===== config.mk =====
export PLATFORM = sky130hd
export DESIGN_NAME = char_motion_ctrl
export DESIGN_NICKNAME = d
export VERILOG_FILES = /design/src/rtl/char_motion_ctrl_pkg.sv /design/src/rtl/char_motion_ctrl_frame_tick_gen.sv /design/src/rtl/char_motion_ctrl.sv
export SDC_FILE = /design/constraint.sdc
export NUM_CORES = 1
export LEC_CHECK = 0
export ABC_AREA = 1
export CORE_UTILIZATION = 55
export DETAILED_ROUTE_END_ITERATION = 10
export PLACE_DENSITY = 0.79
export SYNTH_ARGS = -nofsm -noshare
export SYNTH_HDL_FRONTEND = slang
export SYNTH_SLANG_ARGS = --single-unit

===== constraint.sdc =====
create_clock -name sys_clk -period 4.4 [get_ports sys_clk]
set_input_delay 1.32 -clock sys_clk [delete_from_list [all_inputs] [get_ports sys_clk]]
set_output_delay 1.32 -clock sys_clk [all_outputs]
set_load 0.1 [all_outputs]

===== src/rtl/char_motion_ctrl_pkg.sv =====
// Shared types and constants for the character motion controller.
// Latency: n/a (types, constants and constant functions only).
// Backpressure: n/a.
//
// Holds the FSM state encoding, the velocity register width and the
// helpers that derive the map movement bounds from the window/sprite geometry.
package char_motion_ctrl_pkg;

  typedef enum logic [2:0] {
    ST_IDLE   = 3'd0,
    ST_WALK   = 3'd1,
    ST_CHARGE = 3'd2,
    ST_AIR    = 3'd3,
    ST_LAND   = 3'd4
  } state_e;

  // Signed velocity width: holds +(MAX_CHARGE+1) and -(MAX_CHARGE+1).
  localparam int VEL_W = 6;

  // Lowest y the sprite can rest on: bottom of the map minus sprite height.
  function automatic int calc_ground_y(input int map_y_offset, input int map_width_y,
                                       input int char_width_y);
    return map_y_offset + map_width_y - char_width_y;
  endfunction

  // Right-most x that keeps the whole sprite inside the map.
  function automatic int calc_x_max(input int map_x_offset, input int map_width_x,
                                    input int char_width_x);
    return map_x_offset + map_width_x - char_width_x;
  endfunction

  // Bounds for the default geometry (270/50 offset, 100x100 map, 32x32 sprite).
  localparam int GROUND_Y = calc_ground_y(50, 100, 32);   // 118
  localparam int TOP_Y    = 50;
  localparam int X_MIN    = 270;
  localparam int X_MAX    = calc_x_max(270, 100, 32);     // 338

endpackage


===== src/rtl/char_motion_ctrl_frame_tick_gen.sv =====
// Frame update strobe: one pulse when the beam first reaches (0, V_ACTIVE).
// Latency: frame_tick is registered, high the cycle after the beam arrives.
// Backpressure: none; a beam dwelling on the position yields a single pulse.
//
// Ports: sys_clk/sys_rst_n clock and async active-low reset; x, y beam
// position; frame_tick one-cycle update strobe.
module frame_tick_gen #(
  parameter int SCREEN_WIDTH = 10,
  parameter int V_ACTIVE     = 480
) (
  input  logic                    sys_clk,
  input  logic                    sys_rst_n,
  input  logic [SCREEN_WIDTH-1:0] x,
  input  logic [SCREEN_WIDTH-1:0] y,
  output logic                    frame_tick
);

  logic at_pos;
  logic at_pos_d, at_pos_q;
  logic tick_d, tick_q;

  assign at_pos = (x == '0) && (y == SCREEN_WIDTH'(V_ACTIVE));

  // Rising-edge detect on the position match so a dwelling beam fires once.
  always_comb begin
    at_pos_d = at_pos;
    tick_d   = at_pos & ~at_pos_q;
  end

  always_ff @(posedge sys_clk or negedge sys_rst_n) begin
    if (!sys_rst_n) begin
      at_pos_q <= 1'b0;
      tick_q   <= 1'b0;
    end else begin
      at_pos_q <= at_pos_d;
      tick_q   <= tick_d;
    end
  end

  assign frame_tick = tick_q;

endmodule


===== src/rtl/char_motion_ctrl.sv =====
// Character motion controller: walk, charged jump, wall bounce, ceiling, landing.
// Latency: state and position update on the clock edge ending a frame_tick cycle.
// Backpressure: none; buttons are sampled only on frame_tick, ignored otherwise.
//
// Ports: sys_clk/sys_rst_n clock and async active-low reset; x, y beam
// position; btn_left/btn_right/btn_jump synchronized levels; char_x/char_y
// registered sprite top-left; state FSM state; charge jump charge level;
// frame_tick once-per-frame update strobe.
module char_motion_ctrl
  import char_motion_ctrl_pkg::*;
#(
  parameter int SCREEN_WIDTH = 10,
  parameter int MAP_X_OFFSET = 270,
  parameter int MAP_Y_OFFSET = 50,
  parameter int MAP_WIDTH_X  = 100,
  parameter int MAP_WIDTH_Y  = 100,
  parameter int CHAR_WIDTH_X = 32,
  parameter int CHAR_WIDTH_Y = 32,
  parameter int INIT_X       = 304,
  parameter int V_ACTIVE     = 480,
  parameter int WALK_STEP    = 1,
  parameter int MAX_CHARGE   = 15
) (
  input  logic                    sys_clk,
  input  logic                    sys_rst_n,
  input  logic [SCREEN_WIDTH-1:0] x,
  input  logic [SCREEN_WIDTH-1:0] y,
  input  logic                    btn_left,
  input  logic                    btn_right,
  input  logic                    btn_jump,
  output logic [SCREEN_WIDTH-1:0] char_x,
  output logic [SCREEN_WIDTH-1:0] char_y,
  output logic [2:0]              state,
  output logic [3:0]              charge,
  output logic                    frame_tick
);

  // Two spare bits so x - step or y - vy can go negative without wrapping.
  localparam int PW = SCREEN_WIDTH + 2;

  localparam int GROUND_Y_P = calc_ground_y(MAP_Y_OFFSET, MAP_WIDTH_Y, CHAR_WIDTH_Y);
  localparam int X_MAX_P    = calc_x_max(MAP_X_OFFSET, MAP_WIDTH_X, CHAR_WIDTH_X);

  localparam logic signed [PW-1:0]    X_MIN_S    = PW'(MAP_X_OFFSET);
  localparam logic signed [PW-1:0]    X_MAX_S    = PW'(X_MAX_P);
  localparam logic signed [PW-1:0]    TOP_S      = PW'(MAP_Y_OFFSET);
  localparam logic signed [PW-1:0]    GROUND_S   = PW'(GROUND_Y_P);
  localparam logic signed [PW-1:0]    STEP_S     = PW'(WALK_STEP);
  localparam logic signed [VEL_W-1:0] VX_JUMP    = VEL_W'(2 * WALK_STEP);
  localparam logic signed [VEL_W-1:0] VY_MIN     = VEL_W'(-(MAX_CHARGE + 1));
  localparam logic signed [VEL_W-1:0] VEL_ONE    = VEL_W'(1);
  localparam logic [3:0]              CHARGE_MAX = 4'(MAX_CHARGE);

  logic [SCREEN_WIDTH-1:0] char_x_d, char_x_q;
  logic [SCREEN_WIDTH-1:0] char_y_d, char_y_q;
  state_e                  state_d, state_q;
  logic [3:0]              charge_d, charge_q;
  logic signed [VEL_W-1:0] vx_d, vx_q;
  logic signed [VEL_W-1:0] vy_d, vy_q;

  logic                    tick;
  logic                    dir_left, dir_right;
  logic signed [PW-1:0]    cur_x, cur_y;
  logic signed [PW-1:0]    walk_x, air_x, air_y;
  logic signed [VEL_W-1:0] vy_dec;

  frame_tick_gen #(
    .SCREEN_WIDTH (SCREEN_WIDTH),
    .V_ACTIVE     (V_ACTIVE)
  ) u_frame_tick_gen (
    .sys_clk    (sys_clk),
    .sys_rst_n  (sys_rst_n),
    .x          (x),
    .y          (y),
    .frame_tick (tick)
  );

  // Opposing buttons cancel out.
  assign dir_left  = btn_left & ~btn_right;
  assign dir_right = btn_right & ~btn_left;

  assign cur_x  = {2'b00, char_x_q};
  assign cur_y  = {2'b00, char_y_q};
  assign walk_x = cur_x + (dir_right ? STEP_S : -STEP_S);
  assign air_x  = cur_x + PW'(vx_q);
  assign air_y  = cur_y - PW'(vy_q);    // upward velocity is positive
  assign vy_dec = (vy_q <= VY_MIN) ? VY_MIN : vy_q - VEL_ONE;

  always_comb begin
    char_x_d = char_x_q;
    char_y_d = char_y_q;
    state_d  = state_q;
    charge_d = charge_q;
    vx_d     = vx_q;
    vy_d     = vy_q;

    if (tick) begin
      unique case (state_q)
        ST_IDLE, ST_WALK: begin
          if (btn_jump) begin
            state_d  = ST_CHARGE;
            charge_d = '0;
          end else if (dir_left || dir_right) begin
            state_d = ST_WALK;
            if (walk_x < X_MIN_S)      char_x_d = X_MIN_S[SCREEN_WIDTH-1:0];
            else if (walk_x > X_MAX_S) char_x_d = X_MAX_S[SCREEN_WIDTH-1:0];
            else                       char_x_d = walk_x[SCREEN_WIDTH-1:0];
          end else begin
            state_d = ST_IDLE;
          end
        end

        ST_CHARGE: begin
          if (btn_jump) begin
            if (charge_q < CHARGE_MAX) charge_d = charge_q + 4'd1;
          end else begin
            // Launch only; the first position change happens next tick.
            state_d = ST_AIR;
            vy_d    = VEL_W'(charge_q) + VEL_ONE;
            if (dir_left)       vx_d = -VX_JUMP;
            else if (dir_right) vx_d = VX_JUMP;
            else                vx_d = '0;
          end
        end

        ST_AIR: begin
          // Horizontal: clamp to the violated wall and reverse direction.
          if (air_x < X_MIN_S) begin
            char_x_d = X_MIN_S[SCREEN_WIDTH-1:0];
            vx_d     = -vx_q;
          end else if (air_x > X_MAX_S) begin
            char_x_d = X_MAX_S[SCREEN_WIDTH-1:0];
            vx_d     = -vx_q;
          end else begin
            char_x_d = air_x[SCREEN_WIDTH-1:0];
          end

          // Vertical: ceiling kills upward speed, ground ends the jump.
          if (air_y < TOP_S) begin
            char_y_d = TOP_S[SCREEN_WIDTH-1:0];
            vy_d     = '0;
          end else if (air_y >= GROUND_S) begin
            char_y_d = GROUND_S[SCREEN_WIDTH-1:0];
            vx_d     = '0;
            vy_d     = '0;
            state_d  = ST_LAND;
          end else begin
            char_y_d = air_y[SCREEN_WIDTH-1:0];
            vy_d     = vy_dec;
          end
        end

        ST_LAND: begin
          state_d  = ST_IDLE;
          charge_d = '0;
        end

        default: state_d = ST_IDLE;
      endcase
    end
  end

  always_ff @(posedge sys_clk or negedge sys_rst_n) begin
    if (!sys_rst_n) begin
      char_x_q <= SCREEN_WIDTH'(INIT_X);
      char_y_q <= SCREEN_WIDTH'(GROUND_Y_P);
      state_q  <= ST_IDLE;
      charge_q <= '0;
      vx_q     <= '0;
      vy_q     <= '0;
    end else begin
      char_x_q <= char_x_d;
      char_y_q <= char_y_d;
      state_q  <= state_d;
      charge_q <= charge_d;
      vx_q     <= vx_d;
      vy_q     <= vy_d;
    end
  end

  assign char_x     = char_x_q;
  assign char_y     = char_y_q;
  assign state      = state_q;
  assign charge     = charge_q;
  assign frame_tick = tick;

endmodule


# Word-level counts from Yosys, hierarchy flattened
# Index checks and enable logic that the tools add are counted.
# word_totals
regBits	41
latch_bits	0
mem_bits_rw	0
rom_bits	0
in_bits	25
output_inout_bits	28
elab_cells	88
n_memories	0
# op_classes
addsub	7
mul	0
div	0
magnitude_cmp	8
n_eq_ne	13
shifts	0
muxes	33
bitwise_logic	6
reduce_logical	13
# op_table
operator	n
two-way mux 10 bit	8
two-way mux 6 bit	10
> comparator 12 x 10 -> 1 bit (second input constant)	2
less-than comparator 12 x 10 -> 1 bit (second input constant)	2
case mux 6 bit (2 select lines)	2
case mux 10 bit (2 select lines)	1
!= test 2 bit (second input constant)	8
adder 11 x 12 -> 12 bit	1
adder 11 x 6 -> 12 bit	1
>= comparator 12 x 8 -> 1 bit (second input constant)	1
less-than comparator 12 x 7 -> 1 bit (second input constant)	1
two-way mux 12 bit	1
two-way mux 4 bit	3
case mux 4 bit (3 select lines)	1
subtractor 11 x 6 -> 12 bit	1
== test 10 x 9 -> 1 bit (second input constant)	1
zero test 10 bit	1
two-way mux 3 bit	3
case mux 3 bit (3 select lines)	1
AND reduction 4 bit	2
== test 3 x 2 -> 1 bit (second input constant)	2
<= comparator 6 x 5 -> 1 bit (second input constant)	1
negation 6 bit	1
subtractor 6 x 2 -> 6 bit (second input constant)	1
other kinds (18)	24

# Depth between registers and ports, before layout
# Gate-level depths: netlist of run 1.
# depth
ltp_word	10
depth_mapped	20
ltp_nobuf	20

# Hierarchy
# Synthesis of run 1 repeated with hierarchy kept, for this count alone.
# hier_totals
hier_cells	679
hier_area_um2	4331.7
# by_module_without_submodules
mod	n_inst	cells_per_inst	area_each_um2	seq_area_each_um2
char_motion_ctrl	1	654	4176.5	960.9
frame_tick_gen	1	25	155.1	50.0

# Worst setup path after synthesis of run 1
# No wires, ideal clock.
# synth_path
path_kind	input port to flip-flop
start	input port btn_left
end	register char_x_q[1], in the netlist char_x[1]
setup_time_ns	0.120
t_arrival_ns	3.311
t_required_ns	4.280
setup_slack_ns	0.969
path_stages	18
n_path_buf	0
cell_sequence	inv_1 -> ha_1 -> inv_1 -> ha_1 -> a21oi_2 -> nand2_1 -> nand3_2 -> nand2_1 -> nand2_1 -> nand2_1 -> nor2_1 -> nor2_1 -> nor2_4 -> nand2_2 -> nand2_2 -> nand3b_1 -> nand3_1 -> nand2_1
# synth_via
elab_chain_len	10
word_cells_on_any_way	15
cone_classes	1 x add/sub; 2 x order compare; 1 x eq/ne; 6 x mux; 3 x bitwise; 2 x reduce/logical
# synth_lines
element	line	rtl
start: declaration	char_motion_ctrl.sv:28	input logic btn_left,
inverter 1 bit	char_motion_ctrl.sv:80	assign dir_right = btn_right & ~btn_left;
bitwise AND 1 bit	char_motion_ctrl.sv:80	
two-way mux 12 bit	char_motion_ctrl.sv:84	assign walk_x = cur_x + (dir_right ? STEP_S : -STEP_S);
adder 11 x 12 -> 12 bit	char_motion_ctrl.sv:84	
> comparator 12 x 10 -> 1 bit	char_motion_ctrl.sv:106	else if (walk_x > X_MAX_S) char_x_d = X_MAX_S[SCREEN_WIDTH-1:0];
two-way mux 10 bit	char_motion_ctrl.sv:106	
two-way mux 10 bit	char_motion_ctrl.sv:105	if (walk_x < X_MIN_S) char_x_d = X_MIN_S[SCREEN_WIDTH-1:0];
two-way mux 10 bit	char_motion_ctrl.sv:103	end else if (dir_left || dir_right) begin
two-way mux 10 bit	char_motion_ctrl.sv:100	if (btn_jump) begin
case mux 10 bit (2 select lines)	char_motion_ctrl.sv:98	unique case (state_q)
end signal: assignment	char_motion_ctrl.sv:165	char_x_q <= SCREEN_WIDTH'(INIT_X);
end signal: assignment	char_motion_ctrl.sv:172	char_x_q <= char_x_d;
end: declaration	char_motion_ctrl.sv:54	logic [SCREEN_WIDTH-1:0] char_x_d, char_x_q;
# Parallel ways exist; a longest one is shown, timed or not. The select of a mux whose other input is x is not followed.
# A chain may end at the register's enable or synchronous reset.

# Final worst setup path of run 1
# Ends and elaborated chain as after synthesis.

==> results of run 1 <==
synthesized netlist by cell type, types with 2 or more instances:
library cell  instances
a21oi_1              29
a21oi_2              12
a21oi_4               3
a31oi_1               2
dfrtp_1              32
dfstp_2               8
fa_1                  2
ha_1                 39
inv_1                94
inv_2                 3
nand2_1             196
nand2_2              10
nand2_4               4
nand3_1              59
nand3_2               5
nand3b_1              4
nand4_1              12
nor2_1               69
nor2_2                4
nor2_4                4
nor3_1                5
nor4_1                3
o21ai_0              22
o21ai_1               6
o21bai_1              3
or2_2                 2
or4_1                 2
xnor2_1               4
xor2_1                6
xor2_4                2
cell families after synthesis:
| group | Yosys count | share of synthesized area, % |
|---|---|---|
| flip-flops | 40 | 23.32 |
| buffers and inverters | 99 | 8.600 |
| XOR/XNOR | 12 | 3.290 |
| AO/OA/AOI/OAI | 81 | 11.72 |
| adder cells (fa/ha/maj) | 41 | 12.18 |
| AND/OR/NAND/NOR | 385 | 40.89 |
power by group:
part / switching [mW] / leakage [nW] / internal [mW] / total, mW
Sequential: 0.00219 / 0.450 / 0.369 / 0.371
Combinational: 0.0670 / 2.17 / 0.0435 / 0.110
Clock: 0.149 / 0.0548 / 0.171 / 0.320
Total: 0.218 / 2.68 / 0.584 / 0.802
metrics by stage:
| step | cells | hold WS [ps] | total power, mW | cell area, µm² |
|---|---|---|---|---|
| 5_1_grt | 819 | 431.0 | 0.8345 | 5092 |
| 4_1_cts | 819 | 419.9 | 0.8050 | 5092 |
| 3_5_place_dp | 811 | 408.8 | 0.4880 | 4977 |
| 2_1_floorplan | 658 | 383.4 | 0.4430 | 4335 |
| 6_report | 819 | 410.2 | 0.8020 | 5092 |
| 3_3_place_gp | 811 | 398.7 | 0.4857 | 4977 |
critical path, cell delays in order:
cell and delay (ps):
clkdlybuf4s50_1 500, inv_1 60, ha_1 220, inv_1 330, ha_1 400, nand3_1 120, nand3_1 110, a21oi_1 290
nor2_1 90, nor2_1 90, nand2_1 50, nand2_1 80, nand2_1 120, a21oi_4 230, nand3b_1 110, nand3_1 80
nand2_1 50
cell type report:
type | instances | area [µm²]
multi-input combinational | 519 | 2952
fill | 697 | 2595
sequential | 40 | 1011
timing repair buffer | 53 | 523.0
inverter | 97 | 364.1
tap | 102 | 127.6
clock buffer | 5 | 68.82
clock inverter | 3 | 46.29
cells in the final DEF, fill, tap and decap left out, drive strengths merged:
cell type and n:
nand2 210, inv 98, nor2 77, nand3 65, clkdlybuf4s50 51, a21oi 44
ha 39, dfrtp 32, o21ai 28, nand4 13, dfstp 8, xor2 8
nor3 7, clkbuf 5, nand3b 4, xnor2 4, nor4 3, o21bai 3
or4 2, a31oi 2, or2 2, fa 2, buf 2, nor3b 1
a2bb2oi 1, o31ai 1, and2 1, a32o 1, o211ai 1, bufinv 1
clkinvlp 1
registers in the layout, indices dropped and copies added, names as in the netlist:
signal / flops
vx_q: 5
charge: 4
u_frame_tick_gen.at_pos_q: 1
vy_q: 6
char_x: 10
char_y: 10
state: 3
u_frame_tick_gen.frame_tick: 1
worst paths after layout:
kind                                           startpoint                     endpoint  slack, ps  cells after the start
worst max-delay path                             btn_left                    char_x[1]        350                     17
worst min-delay path            u_frame_tick_gen.at_pos_q  u_frame_tick_gen.frame_tick        410                      1
worst max register to register                    vy_q[5]                      vx_q[3]       1580                     13
worst min register to register  u_frame_tick_gen.at_pos_q  u_frame_tick_gen.frame_tick        410                      1
max in group asynchronous                       sys_rst_n                    charge[1]       2670                      1
min in group asynchronous                       sys_rst_n                    char_y[9]       1140                      1
layer usage:
metal / vias to the layer above / track usage, % / wire [µm]
met1: 2031 / 39.10 / 5199
li1: 2243 / - / -
met4: 0 / 5.026 / 155
met5: - / 0 / 0
met2: 147 / 44.38 / 4911
met3: 22 / 3.535 / 590
==> qor.txt, run 1 <==
Run status - complete, no violations
Die area - 0.008242 mm²
H-tree depth - 2
Peak VDD IR - 116.3 µV
Worst slew pin tran - 985.9 ps
TritonRoute pass-1 iters - 5
Total gr overflow - 0
Post-DRT Antenna Nets - 0
Final hold viol count - 0
Max Buffers Root-to-Sink - 2
Ratio of cells with drive above 1 in the final layout - 9.902%
Distinct cells, synth - 42
Core Area - 0.007687 mm²
Hold-fix buffers, CTS - 0
Slew headroom - 34.07%
Pwr per Cell Area - 157.5 mW/mm²
Worst Path Max Fanout - 13
ANT cells - 0
First-pass GRT wire length - 18640 µm
#FFs+latches synth - 40
Setup TNS - 0 ps
CP Data Arrival Time - 4250 ps
FFs w/ async S/R, synth - 100.0%
Hpwl dp - 8893 µm
Finished Core Util - 66.24%
Drt via density - 5.425
Initial core utilization - 56.40%
Mapped Nets - 724
Post-CTS setup repair buffer count - 0
Yosys top cell by area - dfrtp_1
Clock latency on the worst-skew pair - 310 ps
Clock slew at reported path FFs - 80 ps
Area Growth Syn to Fin - 17.46%
RSZ-0062 raised after global routing - false
Yosys warnings - 0
Fmax - 246.6 MHz
Slew Viols, Final - 0
Top cells by area, synth - dfrtp_1 (18%), nand2_1 (17%), ha_1 (11%), inv_1 (8.1%), nand3_1 (6.8%)
Largest net degree at the start of global routing - 41
Gpl congestion - 0.9781
Total track usage - 27.29%
Via Count - 4443
Seq/Total Area, Yosys - 23.32%
Fin crit share - 92.15%
Mapped Avg Cell Area - 6.589 µm²
Pre-CTS setup slack - 62.96 ps
Primary FF master, synth - dfrtp_1
Total clock sinks - 40
Vias in the first global route - 4106
CTS Root Cell - clkbuf_8
Post-synthesis cell area - 0.004335 mm²
Worst Hold Class - register to register
DRT Wirelength - 10860 µm
Post-synth top area share - 18.47%
Final setup violation count - 0
Max_cap viols - 0
CTS Buf Count - 5
NumNets Final - 782
DR WL/cell - 13.25 µm
Synth Instances - 658
Fin Clk Skew - 14.04 ps
Setup ws final - 345.5 ps
Post-CTS sizing - 0
Die width - 90.79 µm
IO buf count - 52
Iteration-0 DRC Markers - 346
Die H - 90.79 µm
Worst setup path class - input pin to register
IO Pins - 53
# rows - 32
Worst path required time - 4600 ps
CTS tree - yes
Leak - 2.677 nW
DRC errors left - 0
Number of flops mapped to enable cells by yosys - 0
Initial antenna violation count - 0
Nature of the critical path endpoint - register
Min Clock Period, post-route - 4054 ps
Startpoint Class - input pin
No activity file was read; power rests on OpenSTA's default activity.
==> run 2: changes to the inputs <==
SKIP_LAST_GASP = 1   (was default)
SYNTH_HIERARCHICAL = 1   (was default)
==> run 2 against run 1 <==
Compared with the run above:
- flip-flop and latch count did not move
- first-iteration DRC count is 56% lower
- die area about the same
- synthesized cell count grew 3.2%
- critical path depth grew 1
- synthesized area is essentially flat
- combinational power fell by 23%
- setup slack better by 19 ps
- cell count grew 2.0%
- utilization grew 1.3 points
- highest routed layer unchanged
- global-route usage shrank 0.85 points
==> qor.txt, run 2 <==
Run status - complete, no violations
Crit path from - btn_left
Most frequent cells in the layout - nand2_1 (226), inv_1 (103), nor2_1 (64)
Finished Core Util - 67.57%
Initial antenna violation count - 0
Gpl congestion - 0.8911
TritonRoute pass-1 iters - 5
Post-synth top area share - 19.58%
Worst path required time - 4590 ps
Total track usage - 26.44%
Final setup violation count - 0
Sw Pwr - 0.1824 mW
Ratio of cells with drive above 1 in the final layout - 8.967%
#FFs+latches synth - 40
Count leader, synth - nand2_1
Min Clock Period, post-route - 4035 ps
Number of flops mapped to enable cells by yosys - 0
CTS tree - yes
Hold-fix buffers, CTS - 0
Core Area - 0.007447 mm²
Slew Viols, Final - 0
Peak VDD IR - 132.6 µV
Clock latency on the worst-skew pair - 300 ps
Most common library cells after synthesis - nand2_1 (226), inv_1 (103), nor2_1 (64)
Largest net degree at the start of global routing - 41
Yosys top cell by area - nand2_1
IO Pins - 53
Post-CTS setup repair buffer count - 0
Switching share of power - 26.16%
Initial core utilization - 58.17%
Pint - 0.5150 mW
Die area - 0.008235 mm²
Worst Hold Class - register to register
Total clock sinks - 40
Comb power frac - 12.1%
R2r endpoint - vy_q[4]
Final hold viol count - 0
Design area - 0.005032 mm²
Commonest non-fill, non-tap cell in the layout - nand2_1
NumNets Final - 801
Mapped Avg Cell Area - 6.379 µm²
Cell depth of the worst flop-to-flop path - 15
Seq/Total Area, Yosys - 23.34%
Die H - 90.75 µm
Distinct cells, synth - 43
Max Buffers Root-to-Sink - 2
CTS Root Cell - clkbuf_8
Top cells by area, synth - nand2_1 (20%), dfrtp_1 (18%), ha_1 (11%), inv_1 (8.9%), nand3_1 (6.5%)
Worst Path Max Fanout - 12
Post-CTS sizing - 0
Iteration-0 DRC Markers - 153
RSZ-0062 raised after global routing - false
Post-DRT Antenna Nets - 0
Leak - 2.823 nW
Worst r2r src - vy_q[5]
Max_cap viols - 0
Startpoint Class - input pin
ANT cells - 0
Fin crit share - 91.70%
Primary FF master, synth - dfrtp_1
CP Data Arrival Time - 4220 ps
# fillers - 678
Via Count - 4391
Pwr per Cell Area - 138.6 mW/mm²
First-pass GRT wire length - 18120 µm
Setup TNS - 0 ps
IO buf count - 52
DRT Wirelength - 10430 µm
DR WL/cell - 12.49 µm
Total gr overflow - 0
Vias in the first global route - 4213
Clock slew at reported path FFs - 80 ps
Sequential share of power - 53.0%
Mapped Nets - 745
FFs w/ async S/R, synth - 100.0%
Yosys warnings - 6
Synth Instances - 679
Drt via density - 5.259
Fmax - 247.8 MHz
CTS Buf Count - 5
Post-synthesis cell area - 0.004332 mm²
Hpwl dp - 8547 µm
Area Growth Syn to Fin - 16.18%
Dpl cell area - 0.004947 mm²
Slew headroom - 33.61%
# rows - 31
Fin Clk Skew - 7.917 ps
Die width - 90.75 µm
Nature of the critical path endpoint - register
Worst setup path class - input pin to register
Worst slew pin tran - 992.7 ps
Crit path to - char_x[6]
Clk pwr share - 35.0%
Worst R2R Setup Slack - 1680 ps
DRC errors left - 0
H-tree depth - 2
Tot Pwr - 0.6975 mW
==> run 2: how the worst min path moves through the flow <==
stage                     slack, ps                      start  depth (start not counted)                     endpoint
after CTS                       420  u_frame_tick_gen/at_pos_q                          1  u_frame_tick_gen/frame_tick
after global routing            440  u_frame_tick_gen/at_pos_q                          1  u_frame_tick_gen/frame_tick
final                           420  u_frame_tick_gen/at_pos_q                          1  u_frame_tick_gen/frame_tick
after detailed placement        410  u_frame_tick_gen/at_pos_q                          1  u_frame_tick_gen/frame_tick
after global placement          390  u_frame_tick_gen/at_pos_q                          1  u_frame_tick_gen/frame_tick
after floorplan                 390  u_frame_tick_gen/at_pos_q                          1  u_frame_tick_gen/frame_tick
==> run 2: power groups by stage <==
| stage | clock network [mW] | registers, mW | logic [mW] |
|---|---|---|---|
| global placement | 0 | 0.376 | 0.0821 |
| finish | 0.244 | 0.369 | 0.0843 |
| global route | 0.268 | 0.370 | 0.0942 |
| floorplan | 0 | 0.383 | 0.0394 |
| CTS | 0.251 | 0.369 | 0.0848 |
| detailed placement | 0 | 0.376 | 0.0845 |
==> run 2: cell type report <==
type,count,area (µm²),share of cell area (%)
Multi-Input combinational cell,527,2888,57.38
Sequential cell,40,1011,20.09
Clock inverter,2,12.51,0.2486
Timing Repair Buffer,52,515.5,10.24
Inverter,109,409.1,8.130
Clock buffer,6,72.57,1.442
Tap cell,99,123.9,2.461
==> run 2: kinds of logic after synthesis <==
group                      count (synthesis)  synth area share, %
AOI/OAI and AO/OA                         78                11.09
buffers and inverters                    112                9.994
DFF                                       40                23.34
and+or+nand+nor                          393                39.57
xor gates and xnor gates                  15                3.813
adders and majority gates                 41                12.19
==> run 2: layer usage <==
metal  GRT usage (%)  wire length, µm
met4           8.065              210
met2           49.75             5269
met5               0                0
met3           2.946              318
met1           31.06             4627
==> run 2: stage by stage <==
stage / hold WS, ps / std cells / setup slack (ps)
after global routing: 436.2 / 835 / 56.02
after global placement: 394.9 / 827 / 143.0
final: 423.7 / 835 / 365.0
after floorplan: 392.4 / 679 / 880.7
after detailed placement: 411.0 / 827 / 41.12
after CTS: 424.5 / 835 / 352.3
==> run 2: worst max-delay path, cell delays in order <==
cell,delay (ps)
clkdlybuf4s50_1,480
inv_1,50
ha_1,260
inv_1,340
ha_1,390
a21oi_2,220
nand2_1,120
nand3_2,90
nand2_2,80
a21boi_2,160
xor2_1,200
inv_1,50
nand2_1,160
nand2_1,80
nand2_1,60
nand2_1,50
nand2_1,60
nand2_1,50
==> run 3: changes to the inputs <==
PLACE_DENSITY = default   (was 0.79)
PLACE_DENSITY_LB_ADDON = 0.2   (was default)
==> run 3 against run 2 <==
Compared with the run above:
- count of clock-buffer cells in the layout shrank 1
- cell count is the same
- global-route usage shrank 0.15 points
- sequential power is essentially flat
- hold slack lost 3.7 ps
- total power grew 12%
- sequential share of layout area shrank 0.12 points
- combinational power grew 1%
- register-to-register slack is essentially flat
- clock power grew 33%
- design area grew 0.60%
- first-iteration DRC count grew 12%
==> qor.txt, run 3 (same netlist as run 2, synthesis figures left out) <==
Run status - complete, no violations
Post-CTS setup repair buffer count - 0
Worst R2R Setup Slack - 1670 ps
Highest routed layer - met4
Slew headroom - 34.20%
Hold-fix buffers, CTS - 0
Die width - 90.75 µm
Vias in the first global route - 4114
Startpoint Class - input pin
CTS Buf Count - 5
Leak - 2.837 nW
IO Pins - 53
CP Data Arrival Time - 4290 ps
# rows - 31
Clock latency on the worst-skew pair - 310 ps
Slowest cell delay on critical path - 480 ps
NumNets Final - 801
Largest net degree at the start of global routing - 41
Total gr overflow - 0
Pint - 0.5754 mW
Final hold viol count - 0
RSZ-0062 raised after global routing - false
Clock slew at reported path FFs - 90 ps
# fillers - 669
CTS Root Cell - clkbuf_8
Fmax - 244.5 MHz
Min Clock Period, post-route - 4090 ps
Worst Hold Class - register to register
Sw Pwr - 0.2044 mW
Slew Viols, Final - 0
Die area - 0.008235 mm²
First-pass GRT wire length - 18040 µm
Setup TNS - 0 ps
Fin crit share - 92.96%
Post-DRT Antenna Nets - 0
Ratio of cells with drive above 1 in the final layout - 9.103%
Pwr per Cell Area - 154.0 mW/mm²
Hold WS - 420.0 ps
Total clock sinks - 40
Core Area - 0.007447 mm²
Slowest-stage cell, CP - clkdlybuf4s50_1
Via Count - 4414
WL met1 - 4715 µm
Commonest non-fill, non-tap cell in the layout - nand2_1
H-tree depth - 2
Area of the multi-input gates - 0.002888 mm²
Most frequent cells in the layout - nand2_1 (226), inv_1 (103), nor2_1 (64)
Hpwl dp - 8504 µm
Max Buffers Root-to-Sink - 2
Routed wl met2 - 5414 µm
CTS tree - yes
ANT cells - 0
DRT Wirelength - 10690 µm
CP Cell Sequence - clkdlybuf4s50_1 -> inv_1 -> ha_1 -> inv_1 -> ha_1 -> inv_2 -> o21ai_0 -> a21oi_1 -> nand2_2 -> a21boi_2 -> xor2_1 -> nor2_1 -> and2_1 -> nand2_1 -> nand2_1 -> nand2_1 -> nand2_1
Fin Clk Skew - 9.675 ps
DR WL/cell - 12.80 µm
Clk pwr share - 41.7%
Switching share of power - 26.21%
Worst slew pin tran - 983.8 ps
DRC errors left - 0
Total track usage - 26.29%
Drt via density - 5.286
TritonRoute pass-1 iters - 4
Gpl congestion - 0.9074
WP buf/inv - 4
Initial core utilization - 58.17%
Final setup violation count - 0
Iteration-0 DRC Markers - 172
Comb power frac - 10.9%
Area Growth Syn to Fin - 16.87%
Worst Path Max Fanout - 12
FF+latch area - 0.001011 mm²
Crit-path leading delay family - buffers and inverters
Post-CTS sizing - 0
Max_cap viols - 0
Crit path top cell by count - nand2_1
Finished Core Util - 67.98%
Met3 WL - 371 µm
Worst setup path class - input pin to register
IO buf count - 52
Sequential share of power - 47.4%
Worst path required time - 4600 ps
Peak VDD IR - 127.2 µV
Nature of the critical path endpoint - register
Initial antenna violation count - 0
Die H - 90.75 µm
==> run 3: cell types whose count changed in the layout (fill, tap and decap cells not counted), sizes merged <==
cell and delta:
bufinv +1, clkbuf -1, clkinv -1, inv +1
==> run 3: layer usage <==
layer,global-route usage (%),vias to the layer above
met2,47.98,99
met3,2.778,17
li1,-,2259
met1,32.46,2039
met5,0,-
met4,7.392,0
==> run 3: final timing paths <==
check / from / to / cells past startpoint
worst min-delay path: u_frame_tick_gen/at_pos_q / u_frame_tick_gen/frame_tick / 1
worst max register to register: vy_q[5] / vy_q[0] / 15
max in group asynchronous: sys_rst_n / vy_q[0] / 1
worst min register to register: u_frame_tick_gen/at_pos_q / u_frame_tick_gen/frame_tick / 1
worst max-delay path: btn_left / char_x[6] / 17
min in group asynchronous: sys_rst_n / char_x[7] / 1
==> run 3: final cells by class <==
type	instances	share of cell area, %
clock buffer	5	1.359
clock inverter	3	0.9145
inverter	109	8.082
multi-input combinational	527	57.04
sequential	40	19.97
tap	99	2.447
timing repair buffer	52	10.18
==> run 3: power groups by stage <==
stage | logic, mW | registers (mW) | clock network [mW]
global placement | 0.0824 | 0.376 | 0
finish | 0.0853 | 0.369 | 0.325
CTS | 0.0858 | 0.369 | 0.329
floorplan | 0.0394 | 0.383 | 0
detailed placement | 0.0854 | 0.376 | 0
global route | 0.0954 | 0.370 | 0.340
==> run 3: per-stage QoR <==
step                      setup WS [ps]  instance area [µm²]  cells  power (mW)
after detailed placement         -1.559                 4947    827      0.4617
after global placement            160.6                 4947    827      0.4587
after global routing              6.890                 5062    835      0.8048
final                             309.6                 5062    835      0.7798
after CTS                         315.6                 5062    835      0.7845
after floorplan                   880.7                 4332    679      0.4227
